File: src/rtl/qr_matrix_streamer.sv
// Ping-pong row buffer feeding the QR core with gap-free ROWS-beat matrix bursts.
// Optional QRS_IDLE_ZERO_EN: drive out_1..out_4 to zero whenever valid is low.
module qr_matrix_streamer #(
    parameter int DATA_W = 17,
    parameter int ROWS   = 4
) (
    input  logic              clk,
    input  logic              rst_n,
    input  logic              ld_valid,
    output logic              ld_ready,
    input  logic [DATA_W-1:0] ld_data_1,
    input  logic [DATA_W-1:0] ld_data_2,
    input  logic [DATA_W-1:0] ld_data_3,
    input  logic [DATA_W-1:0] ld_data_4,
    output logic              valid,
    output logic [DATA_W-1:0] out_1,
    output logic [DATA_W-1:0] out_2,
    output logic [DATA_W-1:0] out_3,
    output logic [DATA_W-1:0] out_4,
    output logic              sof,
    output logic [1:0]        buf_cnt
);

    localparam int RW  = $clog2(ROWS);
    localparam int ROW_W = 4 * DATA_W;
    localparam logic [RW-1:0] LAST_ROW = RW'(ROWS - 1);
    localparam logic [RW-1:0] ROW_ONE  = RW'(1);

    localparam logic [0:0] IDLE   = 1'b0;
    localparam logic [0:0] STREAM = 1'b1;

    logic [ROW_W-1:0]  mem [0:1][0:ROWS-1];

    logic [1:0]        full_reg;
    logic [1:0]        full_next;
    logic              wr_bank_reg;
    logic [RW-1:0]     wr_row_reg;
    logic              rd_bank_reg;
    logic [RW-1:0]     rd_row_reg;
    logic [0:0]        state_reg;
    logic              valid_reg;
    logic              sof_reg;
    logic [ROW_W-1:0]  out_row_reg;

    logic [DATA_W-1:0] ld_col  [4];
    logic [DATA_W-1:0] out_col [4];
    logic [ROW_W-1:0]  ld_row;
    logic [ROW_W-1:0]  rd_data;
    logic              accept;
    logic              wr_last;
    logic              rd_last;

    assign ld_col[0] = ld_data_1;
    assign ld_col[1] = ld_data_2;
    assign ld_col[2] = ld_data_3;
    assign ld_col[3] = ld_data_4;

    generate
        for (genvar gi = 0; gi < 4; gi++) begin : g_cols
            assign ld_row[gi*DATA_W +: DATA_W] = ld_col[gi];
            assign out_col[gi]                 = out_row_reg[gi*DATA_W +: DATA_W];
        end
    endgenerate

    assign out_1 = out_col[0];
    assign out_2 = out_col[1];
    assign out_3 = out_col[2];
    assign out_4 = out_col[3];

    assign ld_ready = !full_reg[wr_bank_reg];
    assign accept   = ld_valid && ld_ready;
    assign wr_last  = accept && (wr_row_reg == LAST_ROW);
    assign rd_last  = (state_reg == STREAM) && (rd_row_reg == LAST_ROW);
    assign valid    = valid_reg;
    assign sof      = sof_reg;
    assign buf_cnt  = {1'b0, full_reg[0]} + {1'b0, full_reg[1]};

    // The write side only touches a non-full bank and the read side only a full
    // one, so the set and clear below can never target the same bank.
    always_comb begin
        full_next = full_reg;
        if (rd_last) begin
            full_next[rd_bank_reg] = 1'b0;
        end
        if (wr_last) begin
            full_next[wr_bank_reg] = 1'b1;
        end
    end

    always_ff @(posedge clk) begin
        if (accept) begin
            mem[wr_bank_reg][wr_row_reg] <= ld_row;
        end
    end

    // rd_row is 0 whenever the FSM sits in IDLE, so one read port serves both states.
    assign rd_data = mem[rd_bank_reg][rd_row_reg];

    always_ff @(posedge clk or negedge rst_n) begin
        if (!rst_n) begin
            full_reg    <= 2'b00;
            wr_bank_reg <= 1'b0;
            wr_row_reg  <= '0;
        end else begin
            full_reg <= full_next;
            if (accept) begin
                if (wr_row_reg == LAST_ROW) begin
                    wr_row_reg  <= '0;
                    wr_bank_reg <= ~wr_bank_reg;
                end else begin
                    wr_row_reg <= wr_row_reg + ROW_ONE;
                end
            end
        end
    end

    always_ff @(posedge clk or negedge rst_n) begin
        if (!rst_n) begin
            state_reg   <= IDLE;
            rd_bank_reg <= 1'b0;
            rd_row_reg  <= '0;
            valid_reg   <= 1'b0;
            sof_reg     <= 1'b0;
            out_row_reg <= '0;
        end else begin
            case (state_reg)
                IDLE: begin
                    if (full_reg[rd_bank_reg]) begin
                        state_reg   <= STREAM;
                        valid_reg   <= 1'b1;
                        sof_reg     <= 1'b1;
                        out_row_reg <= rd_data;
                        rd_row_reg  <= ROW_ONE;
                    end else begin
                        valid_reg <= 1'b0;
                        sof_reg   <= 1'b0;
`ifdef QRS_IDLE_ZERO_EN
                        out_row_reg <= '0;
`endif
                    end
                end
                STREAM: begin
                    valid_reg   <= 1'b1;
                    sof_reg     <= 1'b0;
                    out_row_reg <= rd_data;
                    // After the last row, IDLE decides on the next edge whether the
                    // other bank continues the burst back-to-back.
                    if (rd_row_reg == LAST_ROW) begin
                        rd_row_reg  <= '0;
                        rd_bank_reg <= ~rd_bank_reg;
                        state_reg   <= IDLE;
                    end else begin
                        rd_row_reg <= rd_row_reg + ROW_ONE;
                    end
                end
                default: begin
                    state_reg <= IDLE;
                    valid_reg <= 1'b0;
                    sof_reg   <= 1'b0;
                end
            endcase
        end
    end

endmodule
File: config.mk
export PLATFORM = sky130hd
export DESIGN_NAME = qr_matrix_streamer
export DESIGN_NICKNAME = d
export VERILOG_FILES = /design/src/rtl/qr_matrix_streamer.sv
export SDC_FILE = /design/constraint.sdc
export NUM_CORES = 1
export LEC_CHECK = 0
export ABC_AREA = 1
export ABC_CLOCK_PERIOD_IN_PS = 17800
export BUFFER_PORTS_ARGS = -buffer_cell sky130_fd_sc_hd__buf_2
export CAP_MARGIN = 40
export CORE_MARGIN = 5
export CORE_UTILIZATION = 66
export DETAILED_ROUTE_END_ITERATION = 7
export HOLD_SLACK_MARGIN = 0.03
export PLACE_DENSITY = 0.85
export SYNTH_ARGS = -nofsm -noshare
export SYNTH_HDL_FRONTEND = slang
export SYNTH_SLANG_ARGS = --single-unit
File: constraint.sdc
create_clock -name clk -period 17.8 [get_ports clk]
set_input_delay 3.56 -clock clk [delete_from_list [all_inputs] [get_ports clk]]
set_output_delay 3.56 -clock clk [all_outputs]
set_load 0.02 [all_outputs]
==> run summary, run 1 <==
The flow ran to the end, and the final reports show no timing, DRC or antenna violations. Setup violations remaining at the end of the flow were counted as 0. The die extent in x was 209 µm; the total wire length after detailed routing was 62700 µm. The logs give 0 for the residual DRC count and 0 for the total grt overflow. The adder-cell share of the synthesized area came out at 0.288%. In the routed layout, each cell is associated on average with a via count of 5.79.

Master of the slowest instance on the critical path: sky130_fd_sc_hd__dfrtp_1. The final weighted congestion of routability-driven global placement was 0.778. Setup repair after global routing left no endpoint under its margin. The run gives 18.6k as the via count of the first global-routing pass. TritonCTS built the clock tree. For the number of cells produced by synthesis, the log shows 2431. Fill cells in the final layout number 2175.

In this run the cell area of the synthesized design comes to 26100 µm². The startpoint identified for the worst register-to-register timing path is rd_bank_reg. The global routing usage summed across all routing layers is 28.5%. In this run the deepest clock path goes through 3 buffers. After synthesis, the most frequently instantiated cells are 825 x sky130_fd_sc_hd__nand2_1, 544 x sky130_fd_sc_hd__edfxtp_1, 419 x sky130_fd_sc_hd__inv_1. The number of nets produced by synthesis was 2508; the growth of design area from synthesis to finish was 11.5%. The tools report the number of pins with negative max-slew slack in the final report as 0. The worst hold path was traced through 2 stages. STA classifies the critical path endpoint as an output pin.

The simple-gate share of the synthesized area works out to 20.0%. The logs give 6030 µm for the total length of routed met3 wires and 4.95 mW for the post-route total power. For this run, the number of Yosys warnings is 0.

The post-synthesis area per instance came out at 10.7 µm². Tracing the worst setup path back leads to its startpoint at wr_bank_reg. The floorplan has 72 rows. After synthesis the netlist holds a flip-flop and latch count of 623. At the pin with the least slew margin, the transition time is 1.10 ns.

Cells with a size suffix above 1 make up 10.5% of the layout. The post-synthesis sequential area ratio was 70.2%. After detailed routing, the average wire length per cell comes to 20.1 µm. The post-route clock period utilization was 30.0%. In the post-synthesis netlist, the cell with the most instances is sky130_fd_sc_hd__nand2_1.

The hold violation count in the final report is 0. The worst reg2reg path endpoint is out_row_reg[10]. Registers take 18300 µm². The minimum clock period after layout is 5.33 ns, and the level count of the clock H-tree is 2. Prior to clock tree synthesis, the placed netlist has a worst setup slack of 11.88 ns. In this run, post-CTS hold repair placed 0 buffers.

For this run, asynchronously set or reset flops after synthesis account for 12.7%. The die covers 43600 µm². The height of the chip is 209 µm.

Of all nets on the critical path, the largest fanout is 7. Summing the areas of all compound-gate instances in the mapped netlist gives 0.192% of the synthesized area. After clock tree synthesis, the clock-pin slew on the worst setup and hold paths is 0.06 ns. Wire length the detailed router placed on met1: 22400 µm.

The category of the critical setup timing path is flip-flop to output pin. Summed over all nets, the half-perimeter wirelength after detailed placement is 33300 µm. The count of nets after finishing is 2621, and the remaining number of nets flagged by the antenna check after routing is 0. The power per standard cell area was 170 nW/µm². Walking the worst path, the cells encountered are inv_1 > nand2_1 > and2_1 > buf_2. The maximum operating frequency came out at 0.187 GHz. The logs give 59 for the number of buffers created by CTS and 18.1k for the total number of vias. The number of buffers and inverters on the critical path is 2. IR analysis of the VDD net gives a maximum drop of 0.150 mV. Yosys attributes the largest share of cell area to sky130_fd_sc_hd__edfxtp_1 63%, sky130_fd_sc_hd__nand2_1 12%, sky130_fd_sc_hd__nand3_1 7.8%. For this configuration, the core starts out at a cell density of 67.2%. Buffers placed on the I/O ports in this run total 143.

Entering global routing, the biggest net connects 219 pins. In the final layout, the multi-input gates occupy 5390 µm². The number of gates given a new drive strength after cts was 0. The run gives 2527 as the number of design-rule violations left by the first detailed-router iteration. For the final routed database, the setup TNS stands at 0 ns. In this run the clock root is driven by a sky130_fd_sc_hd__clkbuf_16. Routed signal wires occupy layers up through met4. Yosys mapped the design onto 23 distinct sky130hd cell types. The initial antenna violation count was 4; the multiplexer share of the synthesized area was 0%. The worst setup path is launched from a flip-flop.

Number of flip-flops in the largest register: 544. Worst min-delay path category: flip-flop to flip-flop. STA puts the critical path data arrival time at 1.77 ns.

The slack of the critical path came out at 12.47 ns. 144 I/O pins were placed. Static leakage power: 12.8 nW.

The number of iterations in the first detailed-routing pass was 6. The tree built by TritonCTS fans out to 623 sinks. The share of the synthesized area in the top cell type came out at 62.6%. Buffers added to address setup during post-CTS repair amount to 0.

For this run, the leading register cell type out of synthesis is sky130_fd_sc_hd__edfxtp_1. The core outline area was 38800 µm². After synthesis, the largest family of logic cells by area is simple AND/OR/NAND/NOR gates.

The hold path startpoint was out_row_reg[38]. Clock insertion delay at the later pin of the skew report: 0.62 ns. The first global-routing pass estimated 97800 µm of wire. The cell depth of the worst setup path was 4; the data required time of the worst path was 14.24 ns.

Across the run, the number of max-cap violations was 0. The synthesized design contains 544 enable-type register cells. The XOR/XNOR share of the synthesized area was 0.0336%. Headroom to the max-slew limit came out at 26.6%. In the detailed route, the total length drawn on met2 is 31800 µm. For the worst clock skew, the log shows 0.0154 ns. The maximum cell stage delay along the critical path came out at 0.46 ns. The critical path's top delay family was flip-flops. For flop-to-flop paths, the worst setup slack is 14.22 ns. The synthesized design spends more area on one cell type than any other, namely sky130_fd_sc_hd__edfxtp_1. The worst-case hold path end point was out_row_reg[38]. The number of cells on the worst reg-to-reg path is 7.
[logic make-up (layout without fill, tap and decap cells)]
kind of cell / Yosys count / count (layout)
other cells: 0 / 5
buf+inv: 543 / 706
simple gates: 1248 / 1248
xor+xnor: 1 / 1
flops: 623 / 623
compound gates: 10 / 10
fa+ha+maj: 6 / 6
[layout by cell type (no fill, tap or decap), drive strengths merged]
cell type,n
edfxtp,544
o21ai,4
and2,1
nor3,6
inv,421
clkinv,21
buf,173
nand2,826
bufinv,7
nor2,5
clkbuf,83
ha,6
clkinvlp,1
dfrtp,79
nand3,410
a21oi,6
diode,5
xor2,1
[metrics by stage]
stage                     hold WS, ns  util [%]  area (µm²)  instances
after detailed placement        0.460      69.7       27100       3000
after floorplan                 0.461         -       26100       2431
final                           0.472      74.9       29100       3117
after global placement          0.459      69.1       26800       2990
after global routing            0.493      74.9       29100       3116
after CTS                       0.475      74.8       29000       3111
[per-layer routing]
metal | global-route usage [%] | vias to the layer above
met2 | 47.9 | 1200
li1 | - | 8044
met3 | 5.50 | 200
met1 | 36.1 | 8611
met4 | 13.6 | 0
met5 | 0 | -
[final cells by class]
| type | count | share of cell area [%] |
|---|---|---|
| diodes | 5 | 0.0430 |
| clock buffers | 83 | 5.74 |
| clock inverters | 28 | 1.04 |
| inverters | 422 | 5.49 |
| multi-input cells | 1265 | 18.5 |
| flip-flops and latches | 623 | 63.0 |
| well taps | 518 | 2.23 |
| repair buffers | 173 | 3.91 |
[report_power, final]
part	internal (mW)	switching, mW	total (mW)
Sequential	1.86	0.141	2.00
Clock	0.751	0.530	1.28
Combinational	0.472	1.20	1.67
[worst max path at each step]
stage | end
final | ld_ready
after global routing | mem[1][136]
after CTS | ld_ready
after detailed placement | mem[1][157]
after global placement | mem[1][203]
after floorplan | mem[0][100]
[tightest hold or removal path, stage by stage, from the launching register on]
cell	delay (ns)
sky130_fd_sc_hd__dfrtp_1	0.34
sky130_fd_sc_hd__nand2_1	0.05
sky130_fd_sc_hd__nand2_1	0.05
Note: power is estimated with default switching activity, not from simulation.
==> run 2, diff against run 1 <==
- ABC_CLOCK_PERIOD_IN_PS: 17800 -> 4790
- CORE_UTILIZATION: 66 -> 55
- PLACE_DENSITY: 0.85 -> 0.76
- clock period: 17.8 -> 4.79 ns (I/O delays scaled with it)
==> run summary, run 2 (synthesized netlist as in run 1, its figures left out) <==
The relative slew slack was 17.9% (-8.7 points); the number of buffers created by CTS was 58 (-1.7%). The run gives 1.91 ns (-10.55 ns) as the slack of the critical path. Category of the critical setup timing path: flip-flop to flip-flop. The endpoint arrival time on the critical path was 3.14 ns (+1.37 ns). TritonCTS built the clock tree. The run finished with clean final reports. The power per standard cell area was 615 nW/µm² (+260%). The most numerous cell type found on the critical path is sky130_fd_sc_hd__nand2_1.

The maximum cell stage delay along the critical path was 0.50 ns (+0.04 ns); the number of buffers on the longest clock path was 3 (unchanged). For the cell total after placement, the log shows 3091 (+3.0%). The height of the chip came out at 228 µm (+9.1%). Static leakage power: 12.8 nW (about the same). The maximum operating frequency came out at 0.347 GHz.

The count of nets after finishing came out at 2621 (unchanged). The kind of start point of the critical path is a flip-flop. In this run the worst setup path begins at wr_bank_reg. The layout cell share with drive strength beyond 1 came out at 10.5% (+0.043 points). The run gives 0 (unchanged) as the final setup violation count.

The combinational share of power was 33.5% (-0.2 points). The peak fanout along the critical path came out at 29 (+22). The run gives 41.2% (+0.8 points) as the sequential group share of total power.

The logs give 0 (unchanged) for the quantity of hold-fixing buffers added after cts and 0 (unchanged) for the total of max-cap violations. In this run the worst hold path is classified as input pin to async pin. Setup repair after global routing left no endpoint under its margin.

Accumulated negative setup slack: 0 ns (unchanged). For the via count of the first global-routing pass, the log shows 17.0k (-8.3%). The signal on the critical path passes through inv_1 > nand2_1 > nand3_1 > nor2_1 > nand2_1 > clkinv_2 > buf_4. The routed via count divided by cell count was 5.30 (-8.4%); the residual DRC count was 0 (unchanged). Total grt overflow: 0 (unchanged). The post-route total power is 17.9 mW (+260%), and the number of flip-flops in the largest register is 544 (unchanged). The logs give 0 (unchanged) for the hold violation count in the final report and 623 (unchanged) for the number of clock sinks seen by CTS. The number of placement rows came out at 79 (+9.7%).

The run gives 144 (unchanged) as the number of I/O pins. The top cell types in the final layout, fill and taps aside, are 825 x sky130_fd_sc_hd__nand2_1, 544 x sky130_fd_sc_hd__edfxtp_1, 417 x sky130_fd_sc_hd__inv_1. The post-layout utilization of the core is 62.4% (-12 points), and the cell internal power dissipation is 11.4 mW (+270%). Critical path's top delay family: buffers and inverters.

For the core outline area, the log shows 46800 µm² (+20%). The actual slew at the worst max-slew pin came out at 1.23 ns (+0.131 ns). The run gives 25.4% (-0.5 points) as the relative contribution of the clock network to total power. The number of buffer and inverter stages on the critical path is 3 (+1), and the remaining number of nets flagged by the antenna check after routing is 0 (unchanged). Minimum clock period after layout: 2.88 ns. The slowest stage of the critical path belongs to the cell sky130_fd_sc_hd__clkinv_2. The area after detailed placement is 27300 µm² (+0.72%). Number of gates given a new drive strength after cts: 0 (unchanged). The filler-free cell count of the finished design was 3203 (+2.8%); the net switching fraction of the power was 36.7% (-1.1 points). The worst IR drop on VDD was 0.657 mV (+340%). The run gives 5.05 ns (-9.19 ns) as the data required time of the worst path.

The tools report the maximum number of pins on one net before global-route repair as 245 (+12%). Root buffer selected by CTS: sky130_fd_sc_hd__clkbuf_16. The HPWL reported at the end of detailed placement came out at 32400 µm (-2.9%). The commonest non-fill, non-tap cell in the layout was sky130_fd_sc_hd__nand2_1. The worst setup path is captured at a flip-flop. Die extent in x: 228 µm (+9.1%). The number of pins with negative max-slew slack in the final report came out at 0 (unchanged). Level count of the clock H-tree: 2 (unchanged). The total number of vias is 17.0k (-5.9%). In this run the critical register-to-register path is launched from wr_bank_reg.

The number of iterations in the first detailed-routing pass came out at 6 (unchanged). The number of buffers inserted by port buffering is 143 (unchanged), and the post-route clock period utilization is 60.1%. For the total net switching power, the log shows 6.58 mW (+250%). For the global-route wire length before repair, the log shows 91000 µm (-6.9%). The number of design-rule violations left by the first detailed-router iteration came out at 1705 (-33%). The growth of design area from synthesis to finish came out at 11.9%. The run gives 21.7% (-6.7 points) as the global routing usage summed across all routing layers.

The logs give 0.384 ns (-0.0875 ns) for the post-route worst hold slack and 51900 µm² (+19%) for the area of the die. The clock insertion delay at the later pin of the skew report was 0.59 ns (-0.03 ns); the total wire length after detailed routing was 57600 µm (-8.2%). The worst setup timing slack at the placement stage was 1.67 ns (-10.21 ns). Setup fix buffers added after clock tree synthesis: 0 (unchanged). The average wire length per cell after detail routing works out to 18.0 µm (-11%). The tools report the initial core utilization as 55.8% (-11 points).

The post-route cell area was 29200 µm² (+0.34%); the number of fill cells in the layout was 3442 (+58%). The clock-pin slew on the worst setup and hold paths came out at 0.06 ns (about the same). The run gives 0.0123 ns (-0.00314 ns) as the worst clock skew.

The final weighted congestion of routability-driven global placement is 0.771 (-0.91%). The tools report the initial antenna violation count as 4 (unchanged).
-- run 2: changes by cell type in the layout (fill, tap and decap cells not counted), moves of 2 or more --
cell,delta
sky130_fd_sc_hd__buf_12,+2
sky130_fd_sc_hd__bufinv_16,-2
sky130_fd_sc_hd__diode_2,-2
sky130_fd_sc_hd__clkinv_1,-6
sky130_fd_sc_hd__buf_16,+2
sky130_fd_sc_hd__buf_6,-2
sky130_fd_sc_hd__clkbuf_1,+4
sky130_fd_sc_hd__clkinv_2,+4
-- run 2: layout make-up --
type                    instances  area, µm²  share of cell area (%)
flip-flops and latches        623      18300                    62.8
multi-input cells            1265       5390                    18.5
clock buffers                  86       1670                    5.72
inverters                     422       1600                    5.47
repair buffers                174       1200                    4.12
well taps                     607        759                    2.60
clock inverters                23        231                   0.793
diodes                          3       7.51                  0.0257
-- run 2: layer usage --
metal | up-vias | part of all wire (%) | wire (µm) | GRT usage, %
met2 | 602 | 50 | 28900 | 37.4
met3 | 124 | 6.3 | 3650 | 3.14
met1 | 8212 | 41 | 23500 | 29.1
met5 | - | 0.047 | 27 | 0
met4 | 4 | 2.6 | 1520 | 6.56
li1 | 8044 | - | - | -
-- run 2: worst paths after layout --
check | to | slack [ns] | depth (start not counted)
setup / recovery | mem[0][5] | 1.91 | 7
hold / removal | out_row_reg[67] | 0.38 | 1
setup reg to reg | mem[0][5] | 1.91 | 7
hold reg to reg | out_row_reg[39] | 0.47 | 2
max in group asynchronous | out_row_reg[60] | 3.41 | 2
min in group clk | out_row_reg[39] | 0.47 | 2
-- run 2: power by group through the flow --
| stage | registers [mW] | clock network, mW | logic [mW] |
|---|---|---|---|
| after floorplan | 7.72 | 0 | 4.07 |
| after global placement | 7.48 | 0 | 5.61 |
| after detailed placement | 7.49 | 0 | 5.98 |
| after CTS | 7.39 | 4.60 | 6.03 |
| after global routing | 7.47 | 4.85 | 6.64 |
| final | 7.38 | 4.55 | 6.00 |
